**config.mk**
```make
export PLATFORM = sky130hd
export DESIGN_NAME = hazard_unit
export DESIGN_NICKNAME = d
export VERILOG_FILES = /design/src/rtl/cpu_pkg.sv /design/src/rtl/cx_occupancy_counter.sv /design/src/rtl/hazard_unit.sv
export SDC_FILE = /design/constraint.sdc
export NUM_CORES = 1
export LEC_CHECK = 0
export ABC_AREA = 1
export CORE_MARGIN = 4
export CORE_UTILIZATION = 45
export DETAILED_ROUTE_END_ITERATION = 10
export DONT_BUFFER_PORTS = 1
export HOLD_SLACK_MARGIN = 0.02
export RECOVER_POWER = 100
export SYNTH_ARGS = -nofsm -noshare
export SYNTH_HDL_FRONTEND = slang
export SYNTH_HIERARCHICAL = 1
export SYNTH_SLANG_ARGS = --single-unit
```
**constraint.sdc**
```tcl
create_clock -name clk -period 2.3 [get_ports clk]
set_input_delay 0.345 -clock clk [delete_from_list [all_inputs] [get_ports clk]]
set_output_delay 0.345 -clock clk [all_outputs]
set_load 0.01 [all_outputs]
```
**src/rtl/cpu_pkg.sv**
```systemverilog
// Shared CPU opcode/funct constants and complex-ALU default timing.
// Used by the hazard unit and the instruction decoder.
package cpu_pkg;

  localparam logic [5:0] OP_RTYPE = 6'b000000;
  localparam logic [5:0] OP_J     = 6'b000010;
  localparam logic [5:0] OP_JAL   = 6'b000011;
  localparam logic [5:0] OP_BEQ   = 6'b000100;
  localparam logic [5:0] OP_BNE   = 6'b000101;
  localparam logic [5:0] OP_SB    = 6'b101000;
  localparam logic [5:0] OP_SW    = 6'b101011;
  localparam logic [5:0] OP_CX_LO = 6'b101100;
  localparam logic [5:0] OP_CX_HI = 6'b110111;
  localparam logic [5:0] OP_MULC  = 6'b101110;
  localparam logic [5:0] OP_DIVC  = 6'b101111;

  localparam logic [5:0] FN_JR      = 6'b001000;
  localparam logic [5:0] FN_SYSCALL = 6'b001100;

  localparam int MULC_CYCLES_DEF = 4;
  localparam int DIVC_CYCLES_DEF = 8;

  function automatic logic op_is_cx(input logic [5:0] op);
    return (op >= OP_CX_LO) && (op <= OP_CX_HI);
  endfunction

endpackage

```
**src/rtl/cx_occupancy_counter.sv**
```systemverilog
// Complex-ALU occupancy down-counter: load sets remaining busy cycles,
// otherwise counts down and saturates at zero; busy while nonzero.
module cx_occupancy_counter #(
  parameter int CNT_W = 4
) (
  input  logic             clk,
  input  logic             rst_n,
  input  logic             load,
  input  logic [CNT_W-1:0] load_val,
  output logic             busy
);

  logic [CNT_W-1:0] cnt;

  always_ff @(posedge clk or negedge rst_n) begin
    if (!rst_n) begin
      cnt <= '0;
    end else if (load) begin
      cnt <= load_val;
    end else if (cnt != '0) begin
      cnt <= cnt - 1'b1;
    end
  end

  assign busy = (cnt != '0);

endmodule

```
**src/rtl/hazard_unit.sv**
```systemverilog
// ID-stage stall generator: load-use, complex-ALU occupancy and cache stall
// combine into a decoder squash plus PC and IF/ID freeze.
module hazard_unit
  import cpu_pkg::*;
#(
  parameter int MULC_CYCLES = MULC_CYCLES_DEF,
  parameter int DIVC_CYCLES = DIVC_CYCLES_DEF,
  parameter int CNT_W       = 4
) (
  input  logic       clk,
  input  logic       rst_n,
  input  logic       id_valid,
  input  logic [5:0] id_opcode,
  input  logic [5:0] id_funct,
  input  logic [4:0] id_rs,
  input  logic [4:0] id_rt,
  input  logic       ex_load,
  input  logic [4:0] ex_rt,
  input  logic       cache_stall,
  output logic       is_hazard_detected,
  output logic       pc_write_en,
  output logic       ifid_write_en,
  output logic       cx_busy
);

  localparam logic [CNT_W-1:0] MULC_LOAD = CNT_W'(MULC_CYCLES - 1);
  localparam logic [CNT_W-1:0] DIVC_LOAD = CNT_W'(DIVC_CYCLES - 1);

  logic             is_r, is_jr, is_syscall;
  logic             uses_rs, uses_rt, is_cx, is_long;
  logic             lu, cx, stall;
  logic             issue;
  logic [CNT_W-1:0] load_val;

  always_comb begin
    is_r       = (id_opcode == OP_RTYPE);
    is_jr      = is_r && (id_funct == FN_JR);
    is_syscall = is_r && (id_funct == FN_SYSCALL);

    uses_rs = id_valid && !((id_opcode == OP_J) || (id_opcode == OP_JAL) || is_syscall);
    uses_rt = id_valid && ((is_r && !is_jr && !is_syscall) ||
                           (id_opcode == OP_BEQ) || (id_opcode == OP_BNE) ||
                           (id_opcode == OP_SW)  || (id_opcode == OP_SB));
    is_cx   = id_valid && op_is_cx(id_opcode);
    is_long = id_valid && ((id_opcode == OP_MULC) || (id_opcode == OP_DIVC));

    lu = ex_load && (ex_rt != 5'd0) &&
         ((uses_rs && (ex_rt == id_rs)) || (uses_rt && (ex_rt == id_rt)));
    cx    = is_cx && cx_busy;
    stall = lu || cx || cache_stall;

    issue    = is_long && !stall;
    load_val = (id_opcode == OP_MULC) ? MULC_LOAD : DIVC_LOAD;
  end

  // Reset freezes the pipeline: enables low, squash low.
  assign is_hazard_detected = rst_n && stall;
  assign pc_write_en        = rst_n && !stall;
  assign ifid_write_en      = rst_n && !stall;

  cx_occupancy_counter #(
    .CNT_W(CNT_W)
  ) u_cx_cnt (
    .clk     (clk),
    .rst_n   (rst_n),
    .load    (issue),
    .load_val(load_val),
    .busy    (cx_busy)
  );

endmodule

```
==> results.txt <==
Slowest stage delay, CP -> 0.36 ns
Core area -> 0.00152 mm²
Top cells by area, synth -> nand2_1 (23%), dfrtp_1 (14%), inv_1 (11%)
Post-synth top cells -> nand2_1 (45), inv_1 (21), nor2_1 (17)
ANT cells -> 0
Fmax -> 476 MHz
Vias/cell -> 4.75
Place WS -> 0.375 ns
Post-Route Skew -> 0.00365 ns
First-pass GRT wire length -> 3000 µm
Final ANT Viol Nets -> 0
Hold WC Path Type -> input port to flip-flop
Max_cap viols -> 0
Asr flop ratio synth -> 100%
Regs by FF count -> u_cx_cnt/cnt (4)
Drt drc -> 0
Final setup TNS -> 0 ns
Leak pwr -> 0.449 nW
Final Max Slew Viols -> 0
DIE AREA -> 0.00234 mm²
Top-area cell type share of the netlist area -> 23.0%
Routed wire length -> 1590 µm
Drt wl/cell -> 10.2 µm
Worst setup path class -> flip-flop to output pin
Power density cells -> 619 mW/mm²
Worst EP arrival -> 1.76 ns
Routability cong. -> 0.801
Outcome -> complete, no violations
Via count -> 736
Root Buffer -> clkbuf_4
Synth Cell Area -> 734 µm²
Initial antenna violation count -> 0
Rows -> 14
Fin crit share -> 91.4%
Initial core utilization -> 48.2%
Nets -> 175
Worst hold margin -> 0.335 ns
Synth Warn # -> 6
Synthesized flop and latch total -> 4
Die Width -> 48.4 µm
Num CTS Buffers -> 3
Fin. Hold Viols -> 0
Fin crit period -> 2.10 ns
Mapped Cells -> 135
Max VDD drop -> 0.000379 V
Synth unique cells -> 27
IO Pins -> 36
Final setup fails -> 0
CTS Buffer Depth -> 2
Starting DRT DRC Count -> 14
Detailed Place HPWL -> 1390 µm
P&R area growth vs syn -> 5.45%
Sequential cell area fraction in the yosys report -> 13.6%
Setup crit end kind -> output pin
CTS clk-pin slew, worst paths -> 0.04 ns
Mean Syn Cell Area -> 5.44 µm²
GRT Overall Usage -> 15.0%
Synth Flop Type -> dfrtp_1
Crit path max-delay cell type -> dfrtp_1
Htree depth -> 1
Area leader, netlist -> nand2_1
RSZ-0062 raised after global routing -> no
Non-Filler Instances -> 155
Area of placed instances -> 747 µm²
Reg with most FFs -> u_cx_cnt/cnt
Total congestion overflow -> 0
Cells after DPL -> 151
Layout cells sized above 1 -> 15.1%
Most common cell in the synthesized netlist -> nand2_1
Drt pass-1 iters -> 4
Fin worst setup slack -> 0.198 ns
Post-synth EDFFs -> 0
Largest net degree at the start of global routing -> 9
CP max FO -> 5
Port Buf Inserts -> 0
Worst-path cell chain -> inv_1 > ha_1 > nand3_2 > a41oi_2 > nand2_1 > nor2_1
Die Ht -> 48.4 µm
Clk sinks -> 4
Max FFs per register -> 4
# resized after CTS -> 0
Req. time, crit path -> 1.96 ns
Latest clock arrival within the worst-skew pair -> 0.23 ns
Finished Cell Area -> 774 µm²
Vias in the first global route -> 746
CTS tree -> done
Worst setup SP type -> flip-flop
## path summary, 6_finish.rpt
kind / cells after the start / endpoint / slack (ns) / startpoint
max: 6 / pc_write_en / 0.20 / u_cx_cnt/cnt[0]
min: 3 / u_cx_cnt/cnt[2] / 0.34 / id_opcode[1]
max reg2reg: 11 / u_cx_cnt/cnt[3] / 0.30 / u_cx_cnt/cnt[0]
min reg2reg: 2 / u_cx_cnt/cnt[1] / 0.55 / u_cx_cnt/cnt[1]
max in group asynchronous: 1 / u_cx_cnt/cnt[3] / 1.73 / rst_n
min in group asynchronous: 1 / u_cx_cnt/cnt[2] / 0.39 / rst_n
## cells by family after synthesis
| family | count (synthesis) | synth area share [%] |
|---|---|---|
| simple gates | 88 | 55.4 |
| xor+xnor | 1 | 1.19 |
| buf+inv | 28 | 16.2 |
| compound gates | 10 | 9.20 |
| other cells | 2 | 1.02 |
| fa+ha+maj | 2 | 3.41 |
| flops | 4 | 13.6 |
## per-layer routing
metal | track usage (%) | share of wire (%) | up-vias
li1 | - | - | 414
met1 | 22.1 | 49 | 292
met2 | 21.3 | 42 | 30
met3 | 3.37 | 8.4 | 0
met4 | 4.61 | 0 | 0
met5 | 0 | 0 | -
## critical path, delay by kind of cell (launching register included)
family	cells	cell delay, ns
AO/OA/AOI/OAI	1	0.24
adder cells (fa/ha/maj)	1	0.21
buffers and inverters	1	0.14
flip-flops	1	0.36
AND/OR/NAND/NOR	3	0.57
## stage by stage
stage          power (mW)  util (%)
3_5_place_dp        0.401      49.0
4_1_cts             0.490      51.1
3_3_place_gp        0.393      49.0
2_1_floorplan       0.347         -
5_1_grt             0.542      50.8
6_report            0.480      50.8
## repair_timing
item	CTS	global route
endpoints found under the hold margin	4	0
buffers inserted	0	0
hold buffers	1	0
## power breakdown
group          leakage, nW  internal [mW]  switching (mW)  total [mW]
clock               0.0138         0.0581          0.0245      0.0826
combinational        0.387          0.100           0.160       0.260
sequential          0.0479          0.109          0.0281       0.137
## placed cells by master (no fill, tap or decap), drive strengths merged
cell type	synthesis	final
o21ai	4	4
dfrtp	4	4
nand4	1	1
inv	26	26
dlygate4sd3	0	1
or2	4	4
nand3	14	14
a41oi	1	1
nor2	21	21
a21boi	1	1
ha	2	2
nor3	1	1
xnor2	1	1
nand2	47	47
a21oi	4	4
conb	2	3
clkbuf	0	4
## final cells by class
| class | instances | area [µm²] |
|---|---|---|
| multi-input cells | 104 | 519 |
| repair buffers | 2 | 15.0 |
| flip-flops and latches | 4 | 100 |
| fillers | 170 | 749 |
| well taps | 16 | 20.0 |
| clock buffers | 3 | 22.5 |
| inverters | 26 | 97.6 |
(Power assumes the default switching activity.)
